File: src/rtl/fp32_pkg.sv
// Shared FP32 field definitions, special constants and FSM states for the
// Babylonian square-root approximator.
package fp32_pkg;

    localparam int EXP_W    = 8;
    localparam int MAN_W    = 23;
    localparam int BIAS     = 127;
    localparam int DIV_BITS = 26;

    localparam logic [31:0] QNAN       = 32'h7FC0_0000;
    localparam logic [31:0] PINF       = 32'h7F80_0000;
    localparam logic [31:0] SEED_MAGIC = 32'h1FC0_0000;

    typedef enum logic [2:0] {
        ST_IDLE,
        ST_INIT,
        ST_DIV,
        ST_MEAN,
        ST_CHECK,
        ST_DONE
    } state_t;

    // Pack a positive normal value and round to nearest even; a mantissa
    // carry ripples naturally into the exponent field.
    function automatic logic [31:0] fp_round_pack(
        input logic [EXP_W-1:0] exp,
        input logic [MAN_W-1:0] frac,
        input logic             guard,
        input logic             sticky
    );
        logic [31:0] word;
        word = {1'b0, exp, frac};
        if (guard && (sticky || frac[0])) begin
            word = word + 32'd1;
        end
        return word;
    endfunction

endpackage

File: src/rtl/fp32_div_seq.sv
// Sequential restoring divider for positive normal FP32 operands.
// One quotient bit per cycle; o_done is high during the cycle that produces
// the last bit, with the rounded quotient on o_quo_fp in that same cycle.
module fp32_div_seq
    import fp32_pkg::*;
(
    input  logic        clk,
    input  logic        rst,
    input  logic        i_start,
    input  logic [30:0] i_a,
    input  logic [30:0] i_d,
    output logic        o_done,
    output logic [31:0] o_quo,
    output logic [31:0] o_quo_fp
);

    logic [25:0] r_rem;
    logic [24:0] r_q;
    logic [23:0] r_md;
    logic [7:0]  r_exp;
    logic [4:0]  r_cnt;
    logic        r_busy;
    logic [31:0] r_quo;

    logic        w_ge;
    logic [25:0] w_rem_sub;
    logic [25:0] w_rem_next;
    logic [25:0] w_q_next;
    logic        w_last;
    logic [7:0]  w_exp_start;
    logic [31:0] w_pack;

    assign w_ge        = r_rem >= {2'b00, r_md};
    assign w_rem_sub   = w_ge ? (r_rem - {2'b00, r_md}) : r_rem;
    assign w_rem_next  = {w_rem_sub[24:0], 1'b0};
    assign w_q_next    = {r_q, w_ge};
    assign w_last      = r_busy && (r_cnt == 5'd1);
    assign w_exp_start = i_a[30:23] - i_d[30:23] + 8'(BIAS);

    // Normalise the finished quotient (at most one left shift) and round.
    always_comb begin
        w_pack = '0;
        if (w_q_next[25]) begin
            w_pack = fp_round_pack(r_exp, w_q_next[24:2], w_q_next[1],
                                   w_q_next[0] | (w_rem_sub != 26'd0));
        end else begin
            w_pack = fp_round_pack(r_exp - 8'd1, w_q_next[23:1], w_q_next[0],
                                   w_rem_sub != 26'd0);
        end
    end

    // Load operands on start, then shift out one quotient bit per cycle.
    always_ff @(posedge clk or negedge rst) begin
        if (!rst) begin
            r_rem  <= '0;
            r_q    <= '0;
            r_md   <= '0;
            r_exp  <= '0;
            r_cnt  <= '0;
            r_busy <= 1'b0;
            r_quo  <= '0;
        end else if (i_start) begin
            r_rem  <= {3'b001, i_a[22:0]};
            r_md   <= {1'b1, i_d[22:0]};
            r_exp  <= w_exp_start;
            r_q    <= '0;
            r_cnt  <= 5'(DIV_BITS);
            r_busy <= 1'b1;
        end else if (r_busy) begin
            r_rem <= w_rem_next;
            r_q   <= w_q_next[24:0];
            r_cnt <= r_cnt - 5'd1;
            r_quo <= w_last ? w_pack : {6'd0, w_q_next};
            if (w_last) begin
                r_busy <= 1'b0;
            end
        end
    end

    assign o_done   = w_last;
    assign o_quo    = r_quo;
    assign o_quo_fp = w_pack;

endmodule

File: src/rtl/squareroot_f32_approx.sv
// Iterative FP32 square root by the Babylonian recurrence x' = (x + a/x)/2.
//
// state    | meaning
// ---------+-----------------------------------------------------------
// ST_IDLE  | one cycle after reset release, latches a
// ST_INIT  | classify a; specials finish at once, else seed den
// ST_DIV   | divider computes a/den, result latched on completion
// ST_MEAN  | 3-step adder: align, add, normalise/round -> mn
// ST_CHECK | converged or out of iterations -> DONE, else den <= mn
// ST_DONE  | rdy high, sqrt held until a changes or reset
module squareroot_f32_approx
    import fp32_pkg::*;
#(
    parameter int MAX_ITER = 6
) (
    input  logic        clk,
    input  logic        rst,
    input  logic [31:0] a,
    output logic        rdy,
    output logic [31:0] sqrt,
    output logic [31:0] den,
    output logic [31:0] divide_result,
    output logic [31:0] result,
    output logic [31:0] mn
);

    localparam int IW = $clog2(MAX_ITER + 1);

    state_t      r_state;
    logic [31:0] r_a;
    logic [31:0] r_den;
    logic [31:0] r_result;
    logic [31:0] r_mn;
    logic [31:0] r_sqrt;
    logic        r_rdy;
    logic [IW-1:0] r_iter;
    logic [1:0]  r_mstep;
    logic [25:0] r_al_big;
    logic [25:0] r_al_small;
    logic        r_al_stk;
    logic [7:0]  r_al_exp;
    logic [26:0] r_sum;
    logic        r_sum_stk;

    logic        w_a_chg;
    logic        w_special;
    logic [31:0] w_spec_val;
    logic [30:0] w_seed;
    logic        w_finish;
    logic        w_div_start;
    logic [30:0] w_div_d;
    logic        w_div_done;
    logic [31:0] w_div_live;
    logic [31:0] w_div_fp;
    logic [7:0]  w_exp_big;
    logic [7:0]  w_ediff;
    logic [23:0] w_m_big;
    logic [23:0] w_m_small;
    logic [49:0] w_shift_full;
    logic [25:0] w_al_small;
    logic        w_al_stk;
    logic [31:0] w_norm;
    logic [31:0] w_mean;

    assign w_a_chg     = (r_state != ST_IDLE) && (a != r_a);
    assign w_seed      = r_a[31:1] + SEED_MAGIC[30:0];
    assign w_finish    = (r_mn == r_den) || (r_iter == IW'(MAX_ITER));
    assign w_div_start = !w_a_chg && (((r_state == ST_INIT) && !w_special) ||
                                      ((r_state == ST_CHECK) && !w_finish));
    assign w_div_d     = (r_state == ST_INIT) ? w_seed : r_mn[30:0];

    fp32_div_seq u_div (
        .clk      (clk),
        .rst      (rst),
        .i_start  (w_div_start),
        .i_a      (r_a[30:0]),
        .i_d      (w_div_d),
        .o_done   (w_div_done),
        .o_quo    (w_div_live),
        .o_quo_fp (w_div_fp)
    );

    // Classify the latched operand; denormals are flushed to zero first.
    always_comb begin
        w_special  = 1'b1;
        w_spec_val = 32'd0;
        if (r_a[30:23] == 8'h00) begin
            w_spec_val = 32'd0;
        end else if ((r_a[30:23] == 8'hFF) && (r_a[22:0] != 23'd0)) begin
            w_spec_val = QNAN;
        end else if (r_a[31]) begin
            w_spec_val = QNAN;
        end else if (r_a[30:23] == 8'hFF) begin
            w_spec_val = PINF;
        end else begin
            w_special = 1'b0;
        end
    end

    // Mean datapath: align den/result with sticky, then normalise and halve.
    always_comb begin
        if (r_den[30:23] >= r_result[30:23]) begin
            w_exp_big = r_den[30:23];
            w_ediff   = r_den[30:23] - r_result[30:23];
            w_m_big   = {1'b1, r_den[22:0]};
            w_m_small = {1'b1, r_result[22:0]};
        end else begin
            w_exp_big = r_result[30:23];
            w_ediff   = r_result[30:23] - r_den[30:23];
            w_m_big   = {1'b1, r_result[22:0]};
            w_m_small = {1'b1, r_den[22:0]};
        end
        w_shift_full = {w_m_small, 26'd0} >> w_ediff;
        if (w_ediff >= 8'd26) begin
            w_al_small = '0;
            w_al_stk   = 1'b1;
        end else begin
            w_al_small = w_shift_full[49:24];
            w_al_stk   = |w_shift_full[23:0];
        end
        if (r_sum[26]) begin
            w_norm = fp_round_pack(r_al_exp + 8'd1, r_sum[25:3], r_sum[2],
                                   (|r_sum[1:0]) | r_sum_stk);
        end else begin
            w_norm = fp_round_pack(r_al_exp, r_sum[24:2], r_sum[1],
                                   r_sum[0] | r_sum_stk);
        end
        w_mean = w_norm - 32'h0080_0000;
    end

    // Control FSM; any change of a restarts from INIT, whatever the state.
    always_ff @(posedge clk or negedge rst) begin
        if (!rst) begin
            r_state    <= ST_IDLE;
            r_a        <= '0;
            r_den      <= '0;
            r_result   <= '0;
            r_mn       <= '0;
            r_sqrt     <= '0;
            r_rdy      <= 1'b0;
            r_iter     <= '0;
            r_mstep    <= '0;
            r_al_big   <= '0;
            r_al_small <= '0;
            r_al_stk   <= 1'b0;
            r_al_exp   <= '0;
            r_sum      <= '0;
            r_sum_stk  <= 1'b0;
        end else if (w_a_chg) begin
            r_a     <= a;
            r_rdy   <= 1'b0;
            r_state <= ST_INIT;
        end else begin
            case (r_state)
                ST_IDLE: begin
                    r_a     <= a;
                    r_state <= ST_INIT;
                end
                ST_INIT: begin
                    r_iter <= IW'(1);
                    if (w_special) begin
                        r_sqrt  <= w_spec_val;
                        r_rdy   <= 1'b1;
                        r_state <= ST_DONE;
                    end else begin
                        r_den   <= {1'b0, w_seed};
                        r_state <= ST_DIV;
                    end
                end
                ST_DIV: begin
                    if (w_div_done) begin
                        r_result <= w_div_fp;
                        r_mstep  <= 2'd0;
                        r_state  <= ST_MEAN;
                    end
                end
                ST_MEAN: begin
                    r_mstep <= r_mstep + 2'd1;
                    case (r_mstep)
                        2'd0: begin
                            r_al_big   <= {w_m_big, 2'b00};
                            r_al_small <= w_al_small;
                            r_al_stk   <= w_al_stk;
                            r_al_exp   <= w_exp_big;
                        end
                        2'd1: begin
                            r_sum     <= {1'b0, r_al_big} + {1'b0, r_al_small};
                            r_sum_stk <= r_al_stk;
                        end
                        default: begin
                            r_mn    <= w_mean;
                            r_state <= ST_CHECK;
                        end
                    endcase
                end
                ST_CHECK: begin
                    if (w_finish) begin
                        r_sqrt  <= r_mn;
                        r_rdy   <= 1'b1;
                        r_state <= ST_DONE;
                    end else begin
                        r_den   <= r_mn;
                        r_iter  <= r_iter + 1'b1;
                        r_state <= ST_DIV;
                    end
                end
                ST_DONE: begin
                    r_rdy <= 1'b1;
                end
                default: r_state <= ST_IDLE;
            endcase
        end
    end

    assign rdy           = r_rdy;
    assign sqrt          = r_sqrt;
    assign den           = r_den;
    assign divide_result = w_div_live;
    assign result        = r_result;
    assign mn            = r_mn;

endmodule

File: config.mk
export PLATFORM = sky130hd
export DESIGN_NAME = squareroot_f32_approx
export DESIGN_NICKNAME = d
export VERILOG_FILES = /design/src/rtl/fp32_pkg.sv /design/src/rtl/fp32_div_seq.sv /design/src/rtl/squareroot_f32_approx.sv
export SDC_FILE = /design/constraint.sdc
export NUM_CORES = 1
export LEC_CHECK = 0
export CORE_MARGIN = 3
export CORE_UTILIZATION = 55
export CTS_CLUSTER_SIZE = 14
export DETAILED_ROUTE_END_ITERATION = 10
export GPL_TIMING_DRIVEN = 0
export PLACE_DENSITY_LB_ADDON = 0.1
export SETUP_SLACK_MARGIN = 0.4
export SKIP_LAST_GASP = 1
export SLEW_MARGIN = 5
export SYNTH_ARGS = -nofsm -noshare
export SYNTH_HDL_FRONTEND = slang
export SYNTH_SLANG_ARGS = --single-unit
File: constraint.sdc
create_clock -name clk -period 6.1 [get_ports clk]
set_input_delay 1.22 -clock clk [delete_from_list [all_inputs] [get_ports clk]]
set_output_delay 1.22 -clock clk [all_outputs]
set_load 0.01 [all_outputs]
==> summary.txt, run 1 <==
STA
  – Final Cycle Share: 90.6%
  – Maximum clock frequency: 0.181 GHz
  – Slew HR: 5.25%
  – Total Neg Setup Slack: 0 ns
  – Worst Tran Pin Value: approximately 1.4 ns
  – Final Hold Viols: 0
  – Fin crit period: 5.53 ns
  – Final clock skew: approximately 0.022 ns
  – Fin. max-slew vios: 0
  – RSZ-0062 raised after global routing: false
  – Endpoints failing setup: 0

Critical path
  – Critical Path AT: between 5 and 6 ns
  – Crit Path Category: reg -> reg
  – Crit. End Element: register
  – Startpoint Class: register
  – Worst EP required: approximately 6.6 ns
  – Critical path peak fanout: 10

Clock network
  – TritonCTS Buffers: 42
  – TritonCTS clock tree: done
  – Reg clk slew, reported paths: 0.06 ns
  – Hold Buf Count CTS: 0
  – H-tree depth: 2
  – TritonCTS sink count: 377
  – Clock Latency Late Sink: between 0.5 and 0.6 ns
  – Root Buffer: clkbuf_16
  – Clk buf depth: 3

Final layout
  – Most common cell after layout, fill and taps aside: nand2_1
  – Commonest non-fill, non-tap cells in the layout: nand2_1, dfrtp_1, o21ai_0
  – Layout cells sized above 1: 5.15%
  – N_diodes: 0
  – Layout area overhead: 17.1%
  – Filler instances: around 3800
  – Nets: between 3000 and 4000
  – Final Non-Filler Cells: approximately 3800
  – Final Util: between 60% and 70%

Power and ir drop
  – Leak: around 12 nW
  – Overall power: around 5.4 mW
  – PwrDens: between 150 and 200 mW/mm^2
  – Peak supply drop: 188 uV

Placed design
  – DPL Wire Length: between 70000 and 80000 um
  – GP Congestion: roughly 0.99
  – IO buf count: slightly below 200
  – Cells after DPL: around 3800

Floorplan
  – Starting Density: between 50% and 60%
  – DIE WIDTH: around 220 um
  – # IOs: slightly below 200
  – Total Die Area: just under 0.05 mm^2
  – CORE AREA: 0.0445 mm^2
  – Row count: 77
  – Die Y: 219 um

Routing
  – Post-Route WL: 92800 um
  – Vias/cell: 6.33
  – Via count: around 24000
  – # DRC: 0
  – DRT iter0 DRCs: about 2800
  – Post-route ant nets: 0
  – Detailed Routing Iterations Pass 1: 6
  – Drt wl/cell: ~24 um

Logic synthesis
  – Ys async rst share: 100%
  – Seq cells post-synth: roughly 380
  – Top cells by area, synth: dfrtp_1, nand2_1, o21ai_0
  – Cell count after synthesis: slightly below 3000
  – Mapped Area: 0.0250 mm^2
  – Cell taking the most area after synthesis: dfrtp_1
  – Syn Area/Cell: ~8.4 um^2
  – Synthesis Warnings: 0
  – Mapped Nets: between 3000 and 4000
  – Post-synthesis sequential area ratio: between 30% and 40%
  – Post-synth top area share: a little under two fifths
  – EDFF count, synth: 0
  – Synth Flop Type: dfrtp_1
  – Synth unique cells: 86

Global route
  – Global route total overflow: 0
  – Global-route wire length before repair: ~140000 um
  – GRT Overall Usage: between 30% and 40%
  – Vias in the first global route: around 23000
  – Largest net degree at the start of global routing: roughly 120
  – Antenna violations before repair: 0

Job
  – Max-cap violation count: 0

Min path
  – Worst min-delay path class: reg -> reg

Status
  – Run status: complete, no violations
-- cell type report --
class	instances	area, um^2	area share (%)
buffer	221	843	2.88
clock buffer	58	1200	4.11
clock inverter	17	230	0.787
inverter	94	353	1.21
multi-input combinational	2274	14400	49.2
sequential	377	9430	32.2
tap	592	741	2.53
timing repair buffer	201	2060	7.04
-- state kept, by name, indices dropped and copies added, names as in the netlist, 3 cells and up --
register,cells
u_div.o_quo,32
r_al_exp,8
u_div.r_md,24
result,32
mn,32
den,32
u_div.r_cnt,5
u_div.r_rem,26
r_al_small,26
r_sum,27
sqrt,32
r_iter,3
r_a,32
u_div.r_q,25
r_al_big,24
u_div.r_exp,8
r_state,3
-- cells by family after synthesis --
family	after synthesis	synth area share (%)
AO/OA/AOI/OAI	722	17.9
XOR/XNOR	226	7.92
adder cells (fa/ha/maj)	99	5.11
buffers and inverters	315	4.79
flip-flops	377	37.8
multiplexers	138	6.69
AND/OR/NAND/NOR	1089	19.8
-- worst paths after layout --
kind,from,end,slack [ns],cells past startpoint
worst max register to register,u_div.r_rem[0],result[30],0.57,17
min in group asynchronous,rst,sqrt[23],0.58,1
worst max-delay path,u_div.r_rem[0],result[30],0.57,17
max in group asynchronous,rst,u_div.o_quo[4],4.11,3
worst min-delay path,sqrt[30],sqrt[30],0.48,2
worst min register to register,sqrt[30],sqrt[30],0.48,2
-- power by group --
group | switching, mW | internal [mW]
sequential | 0.0270 | 2.52
clock | 1.08 | 1.59
combinational | 0.125 | 0.0848
-- metal layers --
| metal | vias to the layer above | global-route usage [%] | wire length, um |
|---|---|---|---|
| met5 | - | 0 | 0 |
| li1 | 10900 | - | - |
| met1 | 11800 | 50.1 | 36800 |
| met3 | 284 | 6.96 | 8140 |
| met2 | 1302 | 61.7 | 42900 |
| met4 | 0 | 17.4 | 4960 |
-- synth_stat cells (5+ instances only) --
cell type,count
and3_1,28
inv_1,92
or3_1,35
xnor2_1,134
ha_1,94
buf_1,14
a211o_1,5
mux4_2,21
o22ai_1,7
nand2_1,519
and2_1,13
dfrtp_1,377
o311ai_0,5
a211oi_1,21
and4_1,7
buf_2,5
fa_1,5
o21a_1,56
or4_1,6
a22o_1,8
nand2b_1,16
nor3_1,59
nor4_1,32
a31oi_1,30
nor2b_1,19
o31ai_1,15
clkbuf_1,200
mux2_2,18
nor4b_1,6
a32oi_1,6
o21ai_1,8
nor2_1,185
a21o_1,20
o22a_1,7
o21ai_0,289
o211ai_1,27
or2_2,13
o221ai_1,5
nand3_1,89
xor2_1,92
a21oi_1,147
mux2i_1,98
nand4_1,48
-- stage by stage --
stage / cell area [um^2] / hold slack [ns] / setup slack (ns)
after global routing: 29300 / 0.499 / 0.377
after CTS: 29200 / 0.481 / 0.520
final: 29300 / 0.481 / 0.571
after detailed placement: 27800 / 0.461 / 0.603
after global placement: 27700 / 0.456 / -11.98
after floorplan: 25000 / 0.439 / 1.71
-- worst max-delay path, stage by stage, from the launching register on --
cell,delay (ns)
dfrtp_1,0.45
inv_1,0.11
ha_1,0.20
inv_1,0.06
fa_1,0.44
a211oi_2,0.34
o21ai_1,0.18
a31oi_4,0.26
xor2_1,0.29
o2111ai_1,0.20
or4_1,0.51
or4_4,0.48
a211oi_4,0.67
a211oi_4,0.24
and4_4,0.25
xor2_1,0.13
mux2_4,0.30
mux2_2,0.28
-- repair_timing --
| action | CTS | global route |
|---|---|---|
| resized for setup | 0 | 7 |
| endpoints found under the setup margin | 0 | 23 |
| setup buffers | 0 | 2 |
No activity file was read; power rests on OpenSTA's default activity.
==> run 2: changes to the inputs <==
- PLACE_DENSITY: not set -> 0.76
- PLACE_DENSITY_LB_ADDON: 0.1 -> not set
- SKIP_LAST_GASP: 1 -> not set
==> summary.txt, run 2 (synthesis results as in run 1) <==
Status
  – Run status: complete, no violations

Critical path
  – Critical Path AT: just under 6 ns
  – Worst EP required: about 6.5 ns
  – Crit Path Category: reg -> reg
  – Crit. End Element: register
  – Worst Setup SP: u_div.r_rem[0]
  – Startpoint Class: register
  – Slowest stage cell, crit path: o31ai_1
  – Crit-path cells: inv_1 > ha_1 > inv_1 > fa_1 > a211oi_2 > o21ai_0 > a31oi_1 > xnor2_1 > o2111ai_1 > or4_1 > or4_4 > a2111oi_2 > and4_1 > buf_4 > nor3_1 > o31ai_1 > o21ai_0
  – Critical R2R Launch: u_div.r_rem[0]
  – Crit-path max cell delay: roughly 0.54 ns
  – Critical path peak fanout: 10

Placed design
  – Cells after DPL: between 3000 and 4000
  – GP Congestion: 1.03
  – Area after DPL: ~0.028 mm^2
  – DPL Wire Length: approximately 72000 um
  – Post-place setup slack: between 0.6 and 0.7 ns
  – IO buf count: 194

Final layout
  – N_diodes: 0
  – Layout cells sized above 1: under 10%
  – Layout area overhead: 16.8%
  – Final Non-Filler Cells: 3833
  – Commonest non-fill, non-tap cells in the layout: nand2_1, dfrtp_1, o21ai_0
  – Nets: approximately 3300
  – Final Util: 65.6%
  – Seq. cell area: about 0.0094 mm^2
  – Multi-input gate area: roughly 0.014 mm^2
  – Fin area: between 0.02 and 0.03 mm^2
  – Filler instances: between 3000 and 4000
  – Most common cell after layout, fill and taps aside: nand2_1

STA
  – Fin crit period: around 5.5 ns
  – Worst hold margin: 0.480 ns
  – Final clock skew: around 0.033 ns
  – Final Hold Viols: 0
  – Slew HR: 23.1%
  – RSZ-0062 raised after global routing: false
  – Setup ws final: about 0.64 ns
  – Endpoints failing setup: 0
  – Worst Tran Pin Value: between 1 and 1.5 ns
  – Fin. max-slew vios: 0
  – Maximum clock frequency: around 0.18 GHz
  – Total Neg Setup Slack: 0 ns
  – Final Cycle Share: 89.5%

Global route
  – Global route total overflow: 0
  – Vias in the first global route: approximately 24000
  – Antenna violations before repair: 0
  – Largest net degree at the start of global routing: about 120
  – GRT Overall Usage: 38.8%
  – Global-route wire length before repair: 143000 um

Floorplan
  – Total Die Area: 0.0480 mm^2
  – Die Y: 219 um
  – # IOs: a little under 200
  – Row count: 77
  – DIE WIDTH: approximately 220 um
  – CORE AREA: approximately 0.045 mm^2
  – Starting Density: 56.1%

Clock network
  – Clock Latency Late Sink: approximately 0.59 ns
  – TritonCTS clock tree: done
  – Root Buffer: clkbuf_16
  – Setup repair bufs after CTS: 0
  – Post-cts resize count: 0
  – Hold Buf Count CTS: 0
  – Clk buf depth: 3
  – TritonCTS Buffers: 42
  – H-tree depth: 2
  – Reg clk slew, reported paths: approximately 0.06 ns
  – TritonCTS sink count: 377

Routing
  – DRT iter0 DRCs: between 2000 and 3000
  – # DRC: 0
  – Via count: ~25000
  – Post-Route WL: 94400 um
  – Drt wl/cell: approximately 25 um
  – Post-route ant nets: 0
  – Vias/cell: ~6.5
  – Detailed Routing Iterations Pass 1: 8

Min path
  – Worst hold start: r_al_big[25]
  – Worst min-delay path class: reg -> reg

Job
  – Max-cap violation count: 0

Power and ir drop
  – PwrDens: between 150 and 200 mW/mm^2
  – Overall power: between 5 and 6 mW
  – Leak: roughly 12 nW
  – Peak supply drop: about 200 uV
run 2: cell count changes in the layout (fill, tap and decap cells not counted), sizes merged:
cell / before / now
buf: 29 / 27
inv: 94 / 95
clkinv: 10 / 11
bufinv: 5 / 3
clkinvlp: 2 / 3
run 2: final timing paths:
kind                                      to  slack, ns  cells after the start
worst max-delay path               result[6]       0.64                     17
worst min-delay path            r_al_big[25]       0.48                      1
worst max register to register     result[6]       0.64                     17
worst min register to register  r_al_big[25]       0.48                      1
max in group asynchronous       u_div.r_q[6]       4.13                      3
min in group asynchronous             mn[10]       0.59                      1
run 2: where the power goes:
group / total [mW] / internal (mW) / switching [mW] / leakage, nW
Clock: 2.58 / 1.49 / 1.09 / 0.669
Combinational: 0.210 / 0.0846 / 0.126 / 6.73
Sequential: 2.54 / 2.52 / 0.0263 / 4.85
run 2: worst max-delay path, delay by kind of cell, from the launching register on:
family          cells  cell delay, ns
flops               1            0.43
simple gates        4            1.53
buf+inv             3            0.42
compound gates      7            2.14
fa+ha+maj           2            0.59
xor+xnor            1            0.23
run 2: metal layers:
layer	track usage, %	up-vias	routed length [um]
met5	0	-	0
met4	17.7	0	4950
met3	5.65	286	8320
met2	62.7	1395	43600
met1	51.8	12200	37500
li1	-	10900	-
run 2: cell type report:
| type | instances | share of cell area (%) |
|---|---|---|
| multi-input combinational | 2274 | 49.4 |
| tap | 592 | 2.54 |
| inverter | 94 | 1.21 |
| buffer | 221 | 2.89 |
| sequential | 377 | 32.3 |
| clock inverter | 18 | 0.617 |
| clock buffer | 58 | 4.05 |
| timing repair buffer | 199 | 7.01 |
